## src/rtl/conv1d_mac_engine_if.sv

```systemverilog
// conv1d_mac_engine_if: job control, scratchpad read ports and psum output
// handshake of the 1-D convolution MAC engine.
//   master : job issuer / scratchpads / psum stage side
//   slave  : the MAC engine itself
interface conv1d_mac_engine_if #(
  parameter int DATA_WIDTH = 8,
  parameter int ADDR_WIDTH = 4,
  parameter int ACC_WIDTH  = 20
);
  // job control
  logic                          start;
  logic [ADDR_WIDTH:0]           ifmap_len;
  logic [ADDR_WIDTH:0]           filt_len;
  logic [ADDR_WIDTH-1:0]         stride;
  // scratchpad reads (combinational data return)
  logic [ADDR_WIDTH-1:0]         if_raddr;
  logic signed [DATA_WIDTH-1:0]  if_dout;
  logic [ADDR_WIDTH-1:0]         f_raddr;
  logic signed [DATA_WIDTH-1:0]  f_dout;
  // psum output
  logic signed [ACC_WIDTH-1:0]   out_data;
  logic                          out_valid;
  logic                          out_ready;
  // status
  logic                          busy;
  logic                          done;

  modport master (
    output start, ifmap_len, filt_len, stride, if_dout, f_dout, out_ready,
    input  if_raddr, f_raddr, out_data, out_valid, busy, done
  );

  modport slave (
    input  start, ifmap_len, filt_len, stride, if_dout, f_dout, out_ready,
    output if_raddr, f_raddr, out_data, out_valid, busy, done
  );
endinterface

```

## src/rtl/conv1d_mac_engine.sv

```systemverilog
// conv1d_mac_engine: walks a filter window across an ifmap held in two
// combinational-read scratchpads, multiply-accumulates one window per output
// and hands each signed partial sum downstream over valid/ready.
// Optional feature macro: SATURATE_EN -- when defined, every accumulate step
// clamps to the signed ACC_WIDTH range; otherwise accumulation wraps.
module conv1d_mac_engine #(
  parameter int DATA_WIDTH = 8,
  parameter int ADDR_WIDTH = 4,
  parameter int ACC_WIDTH  = 20
) (
  input  logic                 clk,
  input  logic                 rst,
  conv1d_mac_engine_if.slave   bus
);

  localparam int LW = ADDR_WIDTH + 1;

  typedef enum logic [1:0] {
    IDLE   = 2'd0,
    ACCUM  = 2'd1,
    OUT    = 2'd2,
    FINISH = 2'd3
  } state_t;

  state_t state, state_next;

  // job parameters captured at start
  logic [LW-1:0] ifmap_len_q;
  logic [LW-1:0] filt_len_q;
  logic [LW-1:0] stride_q;

  // window position and tap index
  logic [LW-1:0] base;
  logic [LW-1:0] k;

  logic signed [ACC_WIDTH-1:0]    acc;
  logic signed [ACC_WIDTH-1:0]    acc_sum;
  logic signed [2*DATA_WIDTH-1:0] product;
  logic signed [ACC_WIDTH-1:0]    product_ext;

  logic [LW-1:0]         base_step;
  logic [LW:0]           window_end;
  logic [ADDR_WIDTH-1:0] rd_addr;
  logic                  job_empty;
  logic                  last_tap;

  // a job with no complete window goes straight to FINISH
  assign job_empty   = (bus.filt_len == '0) || (bus.ifmap_len < bus.filt_len);
  assign last_tap    = (k == filt_len_q - LW'(1));
  assign base_step   = base + stride_q;
  // one extra bit so base + filt_len never wraps before the bound test
  assign window_end  = {1'b0, base_step} + {1'b0, filt_len_q};
  assign rd_addr     = base[ADDR_WIDTH-1:0] + k[ADDR_WIDTH-1:0];
  assign product     = bus.if_dout * bus.f_dout;
  assign product_ext = ACC_WIDTH'(product);

`ifdef SATURATE_EN
  localparam logic signed [ACC_WIDTH-1:0] ACC_MAX = {1'b0, {(ACC_WIDTH-1){1'b1}}};
  localparam logic signed [ACC_WIDTH-1:0] ACC_MIN = {1'b1, {(ACC_WIDTH-1){1'b0}}};
  localparam int AW1 = ACC_WIDTH + 1;
  logic signed [ACC_WIDTH:0] sum_wide;

  // clamped accumulate: overflow shows as disagreement of the top two sum bits
  always_comb begin
    // NOTE: every combinational output gets a default first so no path leaves it unassigned (no latch).
    sum_wide = AW1'(acc) + AW1'(product_ext);
    acc_sum  = sum_wide[ACC_WIDTH-1:0];
    if (sum_wide[ACC_WIDTH] != sum_wide[ACC_WIDTH-1])
      acc_sum = sum_wide[ACC_WIDTH] ? ACC_MIN : ACC_MAX;
  end
`else
  // wrapping accumulate, modulo 2^ACC_WIDTH
  assign acc_sum = acc + product_ext;
`endif

  // state register
  always_ff @(posedge clk) begin
    // NOTE: clocked state uses non-blocking assignments so every flop samples pre-edge values.
    if (rst) state <= IDLE;
    else     state <= state_next;
  end

  // next-state decode
  always_comb begin
    state_next = state;
    case (state)
      IDLE:    if (bus.start) state_next = job_empty ? FINISH : ACCUM;
      ACCUM:   if (last_tap) state_next = OUT;
      OUT:     if (bus.out_ready)
                 state_next = (window_end > {1'b0, ifmap_len_q}) ? FINISH : ACCUM;
      FINISH:  state_next = IDLE;
      default: state_next = IDLE;
    endcase
  end

  // datapath: parameter capture, window/tap counters and accumulator
  always_ff @(posedge clk) begin
    if (rst) begin
      // NOTE: these are plain registers, not a memory array, so all of them are cleared on reset.
      ifmap_len_q <= '0;
      filt_len_q  <= '0;
      stride_q    <= '0;
      base        <= '0;
      k           <= '0;
      acc         <= '0;
    end else begin
      case (state)
        IDLE: begin
          if (bus.start) begin
            ifmap_len_q <= bus.ifmap_len;
            filt_len_q  <= bus.filt_len;
            stride_q    <= (bus.stride == '0) ? LW'(1) : {1'b0, bus.stride};
            base        <= '0;
            k           <= '0;
          end
        end
        ACCUM: begin
          acc <= (k == '0) ? product_ext : acc_sum;
          k   <= k + LW'(1);
        end
        OUT: begin
          if (bus.out_ready) begin
            base <= base_step;
            k    <= '0;
          end
        end
        default: ;
      endcase
    end
  end

  // outputs decoded from state; addresses idle at zero outside ACCUM
  always_comb begin
    bus.if_raddr  = '0;
    bus.f_raddr   = '0;
    bus.out_data  = '0;
    bus.out_valid = 1'b0;
    bus.busy      = (state != IDLE);
    bus.done      = 1'b0;
    case (state)
      ACCUM: begin
        bus.if_raddr = rd_addr;
        bus.f_raddr  = k[ADDR_WIDTH-1:0];
      end
      OUT: begin
        bus.out_valid = 1'b1;
        bus.out_data  = acc;
      end
      FINISH:  bus.done = 1'b1;
      default: ;
    endcase
  end

endmodule
```

## src/flat_wrapper.sv

```systemverilog
// flat-port wrapper written by rule: the top's interface ports become plain ports
module conv1d_mac_engine_flat 
#(
  parameter int DATA_WIDTH = 8,
  parameter int ADDR_WIDTH = 4,
  parameter int ACC_WIDTH  = 20
)
  (clk, rst, bus_start, bus_ifmap_len, bus_filt_len, bus_stride, bus_if_dout, bus_f_dout, bus_out_ready, bus_if_raddr, bus_f_raddr, bus_out_data, bus_out_valid, bus_busy, bus_done);
  conv1d_mac_engine_if #(.DATA_WIDTH(DATA_WIDTH), .ADDR_WIDTH(ADDR_WIDTH), .ACC_WIDTH(ACC_WIDTH)) bus_i ();
  input  logic clk;
  input  logic rst;
  input wire logic [$bits(bus_i.start)-1:0] bus_start;
  input wire logic [$bits(bus_i.ifmap_len)-1:0] bus_ifmap_len;
  input wire logic [$bits(bus_i.filt_len)-1:0] bus_filt_len;
  input wire logic [$bits(bus_i.stride)-1:0] bus_stride;
  input wire logic [$bits(bus_i.if_dout)-1:0] bus_if_dout;
  input wire logic [$bits(bus_i.f_dout)-1:0] bus_f_dout;
  input wire logic [$bits(bus_i.out_ready)-1:0] bus_out_ready;
  output wire logic [$bits(bus_i.if_raddr)-1:0] bus_if_raddr;
  output wire logic [$bits(bus_i.f_raddr)-1:0] bus_f_raddr;
  output wire logic [$bits(bus_i.out_data)-1:0] bus_out_data;
  output wire logic [$bits(bus_i.out_valid)-1:0] bus_out_valid;
  output wire logic [$bits(bus_i.busy)-1:0] bus_busy;
  output wire logic [$bits(bus_i.done)-1:0] bus_done;
  assign bus_i.start = bus_start;
  assign bus_i.ifmap_len = bus_ifmap_len;
  assign bus_i.filt_len = bus_filt_len;
  assign bus_i.stride = bus_stride;
  assign bus_i.if_dout = bus_if_dout;
  assign bus_i.f_dout = bus_f_dout;
  assign bus_i.out_ready = bus_out_ready;
  assign bus_if_raddr = bus_i.if_raddr;
  assign bus_f_raddr = bus_i.f_raddr;
  assign bus_out_data = bus_i.out_data;
  assign bus_out_valid = bus_i.out_valid;
  assign bus_busy = bus_i.busy;
  assign bus_done = bus_i.done;
  conv1d_mac_engine #(.DATA_WIDTH(DATA_WIDTH), .ADDR_WIDTH(ADDR_WIDTH), .ACC_WIDTH(ACC_WIDTH)) u_core (.clk(clk), .rst(rst), .bus(bus_i));
endmodule
```

## config.mk

```make
export PLATFORM = sky130hd
export DESIGN_NAME = conv1d_mac_engine_flat
export DESIGN_NICKNAME = d
export VERILOG_FILES = /design/src/rtl/conv1d_mac_engine_if.sv /design/src/rtl/conv1d_mac_engine.sv /design/src/flat_wrapper.sv
export SDC_FILE = /design/constraint.sdc
export NUM_CORES = 1
export LEC_CHECK = 0
export BUFFER_PORTS_ARGS = -buffer_cell sky130_fd_sc_hd__buf_2
export CORE_MARGIN = 2
export CORE_UTILIZATION = 30
export CTS_BUF_LIST = sky130_fd_sc_hd__clkbuf_4
export CTS_CLUSTER_SIZE = 24
export DETAILED_ROUTE_END_ITERATION = 6
export GPL_ROUTABILITY_DRIVEN = 0
export PLACE_DENSITY = 0.57
export SLEW_MARGIN = 20
export SYNTH_ARGS = -nofsm -noshare
export SYNTH_HDL_FRONTEND = slang
export SYNTH_SLANG_ARGS = --single-unit
```

## constraint.sdc

```tcl
create_clock -name clk -period 16.6 [get_ports clk]
set_input_delay 3.32 -clock clk [delete_from_list [all_inputs] [get_ports clk]]
set_output_delay 3.32 -clock clk [all_outputs]
set_load 0.005 [all_outputs]
```

==> results.txt <==
crit end category: flop
Inserted Diodes: 0
slew margin rel.: 0.392
largest net degree at the start of global routing: 45
DIE HEIGHT: 147 um
Worst-Margin Slew: 908 ps
min Tclk post-route: 9030 ps
setup TNS: 0 ps
Detailed Route Iter0 Violations: 198
I/O pins: 65
initial antenna violation count: 0
post-CTS setup buffer count: 0
HP Class: reg -> reg
critical path peak fanout: 8
FFs w/ async S/R, synth: 0
vias per std cell: 4.70
register bit total from synthesis: 46
Detailed Route WL: 14,100 um
status: complete, no violations
worst vdd ir: 79.3 uV
Clk pwr share: 0.044
number of synthesized flops with an enable pin: 0
ys flop type: dfxtp_1
core area: 20,200 sq um
post-route ant nets: 0
Hold Buf Count CTS: 0
register area: 921 sq um
final setup vio count: 0
fmax: 111 MHz
Synth top area share: 0.192
port buffer count: 64
Max-Cap Viols: 0
Slew Viols, Final: 0
internal power: 568 uW
r2r setup slk: 13,380 ps
Layout area overhead: 10.5%
DIE WIDTH: 147 um
Die Area: 21,700 sq um
syn nets: 910
Post-Syn Area: 6150 sq um
DP Area: 6750 sq um
Area contributors post-synth: fa_1 (19%), ha_1 (15%), dfxtp_1 (15%)
Avg WL per Cell: 13.3 um
Final Hold Viols: 0
CTS tree: yes
crit path DAT: 9310 ps
RSZ-0062 raised after global routing: false
HPWL Detailed: 11,400 um
commonest cells after routing, fill and taps aside: inv_1 (110), nand2_1 (76), ha_1 (75)
fin nets: 960
first-pass GRT wire length: 24,500 um
final instance area: 6800 sq um
total gr overflow: 0
CTS Root Cell: clkbuf_4
TritonCTS buffer count: 5
part of the power in registers: 0.129
combinational group share of total power: 0.826
sw frac: 0.529
Lkg Pwr: 0.00334 uW
Initial Util: 0.305
most common cell after layout, fill and taps aside: inv_1
post-cts sizing count: 0
drt pass-1 iters: 4
crit start category: input pin
area taken by multi-input logic gates: 4740 sq um
post-synth top area cell: fa_1
share of post-route cells with drive strength above 1: 0.105
Sink Count: 46
synth unique cells: 58
GRT Util Overall: 0.137
row count: 52
pwr dens: 177 nW/um^2
period utilisation layout: 0.544
synth warn: 0
P_sw: 639 uW
required time worst endpoint: 16,880 ps
skew final: 13.3 ps
WS Path Type: in -> reg
number of fill cells: 2,180
Clk Latency, worst-skew pair: 370 ps
CTS clk-pin slew, worst paths: 140 ps
mean post-synth cell area: 8.29 sq um
clk buf depth: 2
CTS H-tree depth: 2
synthesized instance count: 742
vias in the first global route: 5,104
DRC violations left: 0
sequential area share after synthesis: 0.150
Via Count: 5,001
## worst max-delay path: stages
cell,delay [ps]
buf_2,140
and2_1,180
fa_1,530
inv_1,50
fa_1,470
inv_1,50
fa_1,530
inv_1,50
fa_1,520
inv_1,40
ha_1,340
a21oi_1,260
o21bai_2,100
a2111oi_1,450
o41ai_1,160
xor2_1,250
ha_1,350
nand4_1,180
nor2b_1,60
or3_1,360
o31a_1,280
or3_1,360
a311oi_1,270
## final timing paths
path                                            start                     to  depth (start not counted)
worst max-delay path                   bus_if_dout[3]         u_core.acc[15]                         23
worst min-delay path            u_core.ifmap_len_q[3]  u_core.ifmap_len_q[3]                          2
worst max register to register         u_core.base[0]        u_core.state[1]                         14
worst min register to register  u_core.ifmap_len_q[3]  u_core.ifmap_len_q[3]                          2
## layout make-up
class                           instances  area share
Clock inverter                          3     0.00166
Timing Repair Buffer                   66      0.0493
Tap cell                              270      0.0497
Multi-Input combinational cell        563       0.698
Clock buffer                            5     0.00552
Sequential cell                        46       0.135
Inverter                              110      0.0607
## power by group through the flow
stage / sequential, uW / combinational, uW / clock, uW
floorplan: 150 / 803 / 0
global placement: 159 / 997 / 0
detailed placement: 159 / 1000 / 0
CTS: 156 / 1010 / 56.5
global route: 160 / 1130 / 61.1
finish: 156 / 997 / 53.6
## sequential cells by signal (all words and copies together), names as in the netlist
name	cells
u_core.k	5
u_core.base	5
u_core.acc	20
u_core.ifmap_len_q	5
u_core.filt_len_q	5
u_core.stride_q	4
u_core.state	2
## synth_stat cells (all sizes together) (4+ instances only)
master / n
xnor2: 30
dfxtp: 46
fa: 59
o21ai: 14
a21o: 21
a311oi: 9
nor3: 10
nor2: 41
a211oi: 6
a22oi: 8
inv: 110
nor2b: 13
ha: 75
nand2: 77
nand2b: 4
a21oi: 48
clkbuf: 22
nand4: 6
and2: 72
or3: 5
xor2: 19
o21a: 4
nand3: 5
## routing by layer
layer | GRT usage | share of wire
met3 | 0.0143 | 0.023
met5 | 0 | 0
met1 | 0.179 | 0.47
met2 | 0.246 | 0.49
met4 | 0.0245 | 0.013
## per-stage QoR
| stage | utilization | hold slack, ps | std cells | setup slack, ps | power, uW |
|---|---|---|---|---|---|
| CTS | 0.337 | 470 | 1063 | 7550 | 1220 |
| global route | 0.337 | 499 | 1063 | 7220 | 1350 |
| detailed placement | 0.335 | 451 | 1055 | 7130 | 1160 |
| floorplan | - | 436 | 742 | 7680 | 954 |
| finish | 0.337 | 469 | 1063 | 7570 | 1210 |
| global placement | 0.335 | 444 | 1055 | 7280 | 1160 |
## cells by family after synthesis
logic type               Yosys count  share of synthesized area
AND/OR/NAND/NOR                  244                      0.201
adder cells (fa/ha/maj)          134                      0.344
multiplexers                       3                    0.00773
buffers and inverters            133                     0.0811
AO/OA/AOI/OAI                    133                      0.145
XOR/XNOR                          49                     0.0710
flip-flops                        46                      0.150
(Power assumes the default switching activity.)
